$ cat src/rtl/regfile_wb_arbiter.sv
// ============================================================================
// Module   : regfile_wb_arbiter
// Purpose  : Shares the single register-file write port between ALU writeback
//            and buffered load returns. ALU has default priority; a starvation
//            guard forces a load write after STARVE_LIMIT blocked cycles. A
//            per-register busy scoreboard lets decode stall on RAW hazards
//            against in-flight loads.
// Options  : WB_ARB_PERF_EN - adds conflict_cnt / forced_cnt perf counters.
// Revision : 1.0 - initial release
// ============================================================================
`default_nettype none

module regfile_wb_arbiter #(
    parameter int XLEN         = 32,
    parameter int LQ_DEPTH     = 2,
    parameter int STARVE_LIMIT = 4
) (
    input  logic            clk,
    input  logic            reset,
    input  logic            alu_valid,
    input  logic [4:0]      alu_rd,
    input  logic [XLEN-1:0] alu_data,
    output logic            alu_ready,
    input  logic            ld_valid,
    input  logic [4:0]      ld_rd,
    input  logic [XLEN-1:0] ld_data,
    output logic            ld_ready,
    input  logic            iss_valid,
    input  logic [4:0]      iss_rd,
    input  logic [4:0]      dec_rs1,
    input  logic [4:0]      dec_rs2,
    input  logic [4:0]      dec_rd,
    output logic            dec_stall,
    output logic            rf_we,
    output logic [4:0]      rf_a3,
    output logic [XLEN-1:0] rf_wd3
`ifdef WB_ARB_PERF_EN
    ,
    output logic [31:0]     conflict_cnt,
    output logic [31:0]     forced_cnt
`endif
);

    localparam int c_PTR_W = $clog2(LQ_DEPTH);
    localparam int c_CNT_W = $clog2(STARVE_LIMIT + 1) + 1;
    localparam logic [c_PTR_W:0]    c_FULL  = (c_PTR_W + 1)'(LQ_DEPTH);
    localparam logic [c_CNT_W-1:0]  c_LIMIT = c_CNT_W'(STARVE_LIMIT);

    typedef enum logic [0:0] {
        PRI_ALU  = 1'b0,
        PRI_LOAD = 1'b1
    } state_t;

    state_t               r_state;
    logic [c_CNT_W-1:0]   r_starve;
    logic [4:0]           r_fifo_rd   [LQ_DEPTH];
    logic [XLEN-1:0]      r_fifo_data [LQ_DEPTH];
    logic [c_PTR_W-1:0]   r_wr_ptr;
    logic [c_PTR_W-1:0]   r_rd_ptr;
    logic [c_PTR_W:0]     r_count;
    logic [31:0]          r_busy;

    logic                 w_empty;
    logic                 w_push;
    logic                 w_pop;
    logic                 w_grant_alu;
    logic                 w_grant_ld;
    logic                 w_conflict;
    logic                 w_enter_load;
    logic [c_CNT_W-1:0]   w_starve_inc;
    logic [4:0]           w_head_rd;
    logic [XLEN-1:0]      w_head_data;
    logic [31:0]          w_busy_nxt;

    assign w_empty     = (r_count == '0);
    assign ld_ready    = (r_count != c_FULL);
    assign w_push      = ld_valid & ld_ready;
    assign w_head_rd   = r_fifo_rd[r_rd_ptr];
    assign w_head_data = r_fifo_data[r_rd_ptr];

    // ALU wins in PRI_ALU; in PRI_LOAD only the FIFO head may write
    assign alu_ready    = (r_state == PRI_ALU);
    assign w_grant_alu  = alu_ready & alu_valid;
    assign w_grant_ld   = ~w_grant_alu & ~w_empty;
    assign w_pop        = w_grant_ld;
    assign w_conflict   = alu_valid & ~w_empty;
    assign w_starve_inc = r_starve + c_CNT_W'(1);
    assign w_enter_load = (r_state == PRI_ALU) & w_conflict & (w_starve_inc >= c_LIMIT);

    assign dec_stall = r_busy[dec_rs1] | r_busy[dec_rs2] | r_busy[dec_rd];

    // Load-return storage; contents are only meaningful under r_count, so no reset
    always_ff @(posedge clk) begin
        if (w_push) begin
            r_fifo_rd[r_wr_ptr]   <= ld_rd;
            r_fifo_data[r_wr_ptr] <= ld_data;
        end
    end

    // FIFO pointers and occupancy
    always_ff @(posedge clk or posedge reset) begin
        if (reset) begin
            r_wr_ptr <= '0;
            r_rd_ptr <= '0;
            r_count  <= '0;
        end else begin
            if (w_push) r_wr_ptr <= r_wr_ptr + c_PTR_W'(1);
            if (w_pop)  r_rd_ptr <= r_rd_ptr + c_PTR_W'(1);
            case ({w_push, w_pop})
                2'b10:   r_count <= r_count + (c_PTR_W + 1)'(1);
                2'b01:   r_count <= r_count - (c_PTR_W + 1)'(1);
                default: r_count <= r_count;
            endcase
        end
    end

    // Arbiter state and starvation counter
    always_ff @(posedge clk or posedge reset) begin
        if (reset) begin
            r_state  <= PRI_ALU;
            r_starve <= '0;
        end else begin
            case (r_state)
                PRI_ALU: begin
                    if (w_enter_load) begin
                        r_state  <= PRI_LOAD;
                        r_starve <= '0;
                    end else if (w_conflict) begin
                        r_starve <= w_starve_inc;
                    end else begin
                        r_starve <= '0;
                    end
                end
                default: begin
                    r_state  <= PRI_ALU;
                    r_starve <= '0;
                end
            endcase
        end
    end

    // Busy next-state: clear on load write first so a same-cycle issue wins
    always_comb begin
        w_busy_nxt = r_busy;
        if (w_grant_ld) w_busy_nxt[w_head_rd] = 1'b0;
        if (iss_valid)  w_busy_nxt[iss_rd]    = 1'b1;
        w_busy_nxt[0] = 1'b0;
    end

    // Load scoreboard register
    always_ff @(posedge clk or posedge reset) begin
        if (reset) r_busy <= '0;
        else       r_busy <= w_busy_nxt;
    end

    // Registered write port; x0 requests are consumed without asserting rf_we
    always_ff @(posedge clk or posedge reset) begin
        if (reset) begin
            rf_we  <= 1'b0;
            rf_a3  <= '0;
            rf_wd3 <= '0;
        end else if (w_grant_alu) begin
            rf_we  <= (alu_rd != 5'd0);
            rf_a3  <= alu_rd;
            rf_wd3 <= alu_data;
        end else if (w_grant_ld) begin
            rf_we  <= (w_head_rd != 5'd0);
            rf_a3  <= w_head_rd;
            rf_wd3 <= w_head_data;
        end else begin
            rf_we  <= 1'b0;
        end
    end

`ifdef WB_ARB_PERF_EN
    // Saturating performance counters
    always_ff @(posedge clk or posedge reset) begin
        if (reset) begin
            conflict_cnt <= '0;
            forced_cnt   <= '0;
        end else begin
            if (w_conflict && (conflict_cnt != 32'hFFFF_FFFF))
                conflict_cnt <= conflict_cnt + 32'd1;
            if (w_enter_load && (forced_cnt != 32'hFFFF_FFFF))
                forced_cnt <= forced_cnt + 32'd1;
        end
    end
`endif

`ifndef SYNTHESIS
    // A second load to a register still awaiting its data is a requester bug,
    // unless the pending one is being written back in this very cycle
    a_single_outstanding: assert property (@(posedge clk) disable iff (reset)
        !(iss_valid && (iss_rd != 5'd0) && r_busy[iss_rd] &&
          !(w_grant_ld && (w_head_rd == iss_rd))));
`endif

endmodule

`default_nettype wire

$ cat config.mk
export PLATFORM = sky130hd
export DESIGN_NAME = regfile_wb_arbiter
export DESIGN_NICKNAME = d
export VERILOG_FILES = /design/src/rtl/regfile_wb_arbiter.sv
export SDC_FILE = /design/constraint.sdc
export NUM_CORES = 1
export LEC_CHECK = 0
export BUFFER_PORTS_ARGS = -buffer_cell sky130_fd_sc_hd__buf_2
export CAP_MARGIN = 40
export CORE_MARGIN = 8
export CORE_UTILIZATION = 45
export CTS_BUF_LIST = sky130_fd_sc_hd__clkbuf_4 sky130_fd_sc_hd__clkbuf_8 sky130_fd_sc_hd__clkbuf_16
export CTS_CLUSTER_DIAMETER = 50
export CTS_CLUSTER_SIZE = 28
export DETAILED_ROUTE_END_ITERATION = 7
export PLACE_DENSITY = 0.67
export SYNTH_ARGS = -nofsm -noshare
export SYNTH_HDL_FRONTEND = slang
export SYNTH_SLANG_ARGS = --single-unit
$ cat constraint.sdc
create_clock -name clk -period 6.5 [get_ports clk]
set_input_delay 1.3 -clock clk [delete_from_list [all_inputs] [get_ports clk]]
set_output_delay 1.3 -clock clk [all_outputs]
set_load 0.02 [all_outputs]
==> impl_metrics.tcl <==
set metrics [dict create \
    clk_latency_ns 0.42 \
    multi_input_area_um2 2570 \
    cts.hold.buffers_added 0 \
    io_buffers 139 \
    r2r-end "rf_we$_DFF_PP0_" \
    synth_commonest_cells "104 x o21ai_0, 78 x dfrtp_1, 74 x edfxtp_1, 59 x nand2_1, 47 x nor2_1" \
    r2r-start "r_rd_ptr$_DFFE_PP0P_" \
    detail-route-antenna-nets 0 \
    p_leak_uw 0.00349 \
    area_growth_pct 21.2 \
    fin_total_pwr_uw 3900 \
    cts_setup_buffers 0 \
    yosysTopAreaCellShare_pct 32.2 \
    endpoint_kind "output pin" \
    holdCritPathClass "flop to flop" \
    wl_um 17700 \
    hpwl_um 12900 \
    path_common_cell "buf_2" \
    fin_cells 909 \
    drc 0 \
    htreeDepth 4 \
    tritoncts "yes" \
    drtIter0Drc 393 \
    cts-buffers-inserted 17 \
    arrival_ns 2.80 \
    place_inst 877 \
    outcome "finished clean" \
    critical_path_class "input pin to output pin" \
    rsz0062_at_grt "no" \
    clockRootBuffer "clkbuf_16" \
    grt_pass1_vias 5430 \
    place_congestion 0.937 \
    num_rows 45 \
    synth_edf_count 74 \
    min_period_ns 4.10 \
    register_area_um2 4180 \
    totalNegativeSetupSlack_ns 0 \
    dieArea_um2 19600 \
    fin_nets 809 \
    ys_warn_count 0 \
    worst_ep_required_time_ns 5.20 \
    finalHoldViolCount 0 \
    drive_gt1_share_pct 30.0 \
    slowest_stage "mux4_2" \
    setup_viol 0 \
    crit_end "dec_stall" \
    syn_area_per_cell_um2 12.0 \
    viasPerCell 5.58 \
    ir_worst_vdd_v 0.000237 \
    grt_overflow 0 \
    vias 5074 \
    synthArstFlopShare_pct 51.3 \
    synth.most_common_cell "o21ai_0" \
    relSlewSlack_pct 52.0 \
    initial_core_util_pct 45.8 \
    worst_pin_slew_ns 0.720 \
    die_h_um 140 \
    grt_max_degree 74 \
    core_area_um2 15100 \
    syn_inst 573 \
    startpoint_type "input pin" \
    synthTopCellsByArea "edfxtp_1 32%, dfrtp_1 28%, o21ai_0 7.5%, mux2i_1 6.4%, mux4_2 4.6%" \
    die_x_um 140 \
    maxCapViolCount 0 \
    crit_path_max_incr_delay_ns 0.54 \
    cts.sinks 152 \
    finalClockSkew_ns 0.0151 \
    ff2ff_path_depth 6 \
    path_max_fanout 10 \
    startpoint "dec_rs1[0]" \
    wl_per_cell_um 19.5 \
    cts.clk_slew.worst_paths_ns 0.06 \
    yosysTopAreaCell "edfxtp_1" \
    grt_usage_pct 18.3 \
    power_density_nw_per_um2 467 \
    ios 140 \
    drtPass1Iterations 5 \
    diodes 0 \
    antenna_found_initial 2 \
    grt_first_pass_wirelength_um 28100 \
    synth.distinct_cells 52 \
    ys_seq_area_share_pct 60.5 \
    synth_area_um2 6900 \
    n_fill_cell 1314 \
    finalMaxSlewViolations 0 \
    period_share_pct 63.0 \
    crit_chain "buf_2, mux4_2, nand3_1, a21boi_0, nor3_1, nand4_1, buf_2" \
    regToRegSetupSlack_ns 4.13 \
    max_freq_ghz 0.244 \
    cts_buffer_depth 2 \
    cts-resized-gates 0 \
    synth-main-ff-cell "dfrtp_1" \
    ys_seq_elements 152 \
]
through the flow:
| step | instance area, µm² | worst slack (ns) | util (%) | hold WS [ns] |
|---|---|---|---|---|
| final | 8370 | 2.40 | 55.5 | 0.474 |
| after CTS | 8370 | 2.41 | 55.5 | 0.466 |
| after floorplan | 6910 | 2.60 | - | 0.430 |
| after detailed placement | 7810 | 2.40 | 51.7 | 0.458 |
| after global routing | 8370 | 2.23 | 55.5 | 0.480 |
| after global placement | 7730 | 2.43 | 51.2 | 0.441 |
kinds of logic (layout without fill, tap and decap cells):
logic type               after synthesis  in the layout  synth area share (%)
AND/OR/NAND/NOR                      152            152                  10.2
adder cells (fa/ha/maj)                2              2                 0.362
flip-flops                           152            152                  60.5
buffers and inverters                 36            183                  2.65
other                                  1              2                0.0543
multiplexers                          70             70                  13.6
XOR/XNOR                               6              6                 0.761
AO/OA/AOI/OAI                        154            154                  11.9
routing by layer:
metal	vias to the layer above	wire length [µm]	share of wire, %	GRT usage [%]
met5	-	26	0.15	0
met4	4	448	2.5	8.46
met2	193	8780	49	29.8
met1	2458	7150	40	21.4
met3	32	1330	7.5	6.40
li1	2387	-	-	-
worst min-delay path by stage:
stage / slack [ns] / to / depth (start not counted) / start
6_report: 0.47 / r_starve[0]$_DFF_PP0_ / 1 / r_starve[0]$_DFF_PP0_
3_3_place_gp: 0.44 / r_starve[0]$_DFF_PP0_ / 1 / r_starve[0]$_DFF_PP0_
3_5_place_dp: 0.46 / r_starve[0]$_DFF_PP0_ / 1 / r_starve[0]$_DFF_PP0_
2_1_floorplan: 0.43 / r_starve[0]$_DFF_PP0_ / 1 / r_starve[0]$_DFF_PP0_
5_1_grt: 0.48 / r_starve[0]$_DFF_PP0_ / 1 / r_starve[0]$_DFF_PP0_
4_1_cts: 0.47 / r_starve[0]$_DFF_PP0_ / 1 / r_starve[0]$_DFF_PP0_
report_power, final:
| part | switching (µW) | total [µW] | internal [µW] |
|---|---|---|---|
| clock | 390 | 927 | 537 |
| combinational | 821 | 1360 | 536 |
| sequential | 254 | 1620 | 1370 |
| total | 1470 | 3900 | 2440 |
critical path, delay by kind of cell:
kind            cells  cell delay [ns]
mux                 1             0.54
simple gates        3             0.47
buf+inv             2             0.39
compound gates      1             0.10
layout make-up:
class / count / share of cell area [%]
clock buffers: 18 / 5.25
well taps: 188 / 2.81
inverters: 5 / 0.239
multi-input cells: 386 / 30.8
repair buffers: 146 / 9.57
clock inverters: 14 / 1.47
flip-flops and latches: 152 / 49.9
layout by cell type (no fill, tap or decap), drive strengths merged, types with 7 or more instances in the layout:
cell type	netlist	routed
a21oi	35	35
nor2	47	47
dfrtp	78	78
mux4	17	17
edfxtp	74	74
mux2i	44	44
inv	5	7
o21ai	105	105
buf	21	146
clkbuf	10	18
clkinv	0	7
nand2	61	61
mux2	9	9
flip-flops by register name (all words and copies together) (netlist names):
| signal | flops |
|---|---|
| r_wr_ptr | 1 |
| rf_we | 1 |
| r_busy | 31 |
| rf_wd3 | 32 |
| r_fifo_data | 64 |
| r_rd_ptr | 1 |
| r_state | 1 |
| r_fifo_rd | 10 |
| rf_a3 | 5 |
| r_starve | 4 |
| r_count | 2 |
(Power assumes the default switching activity.)
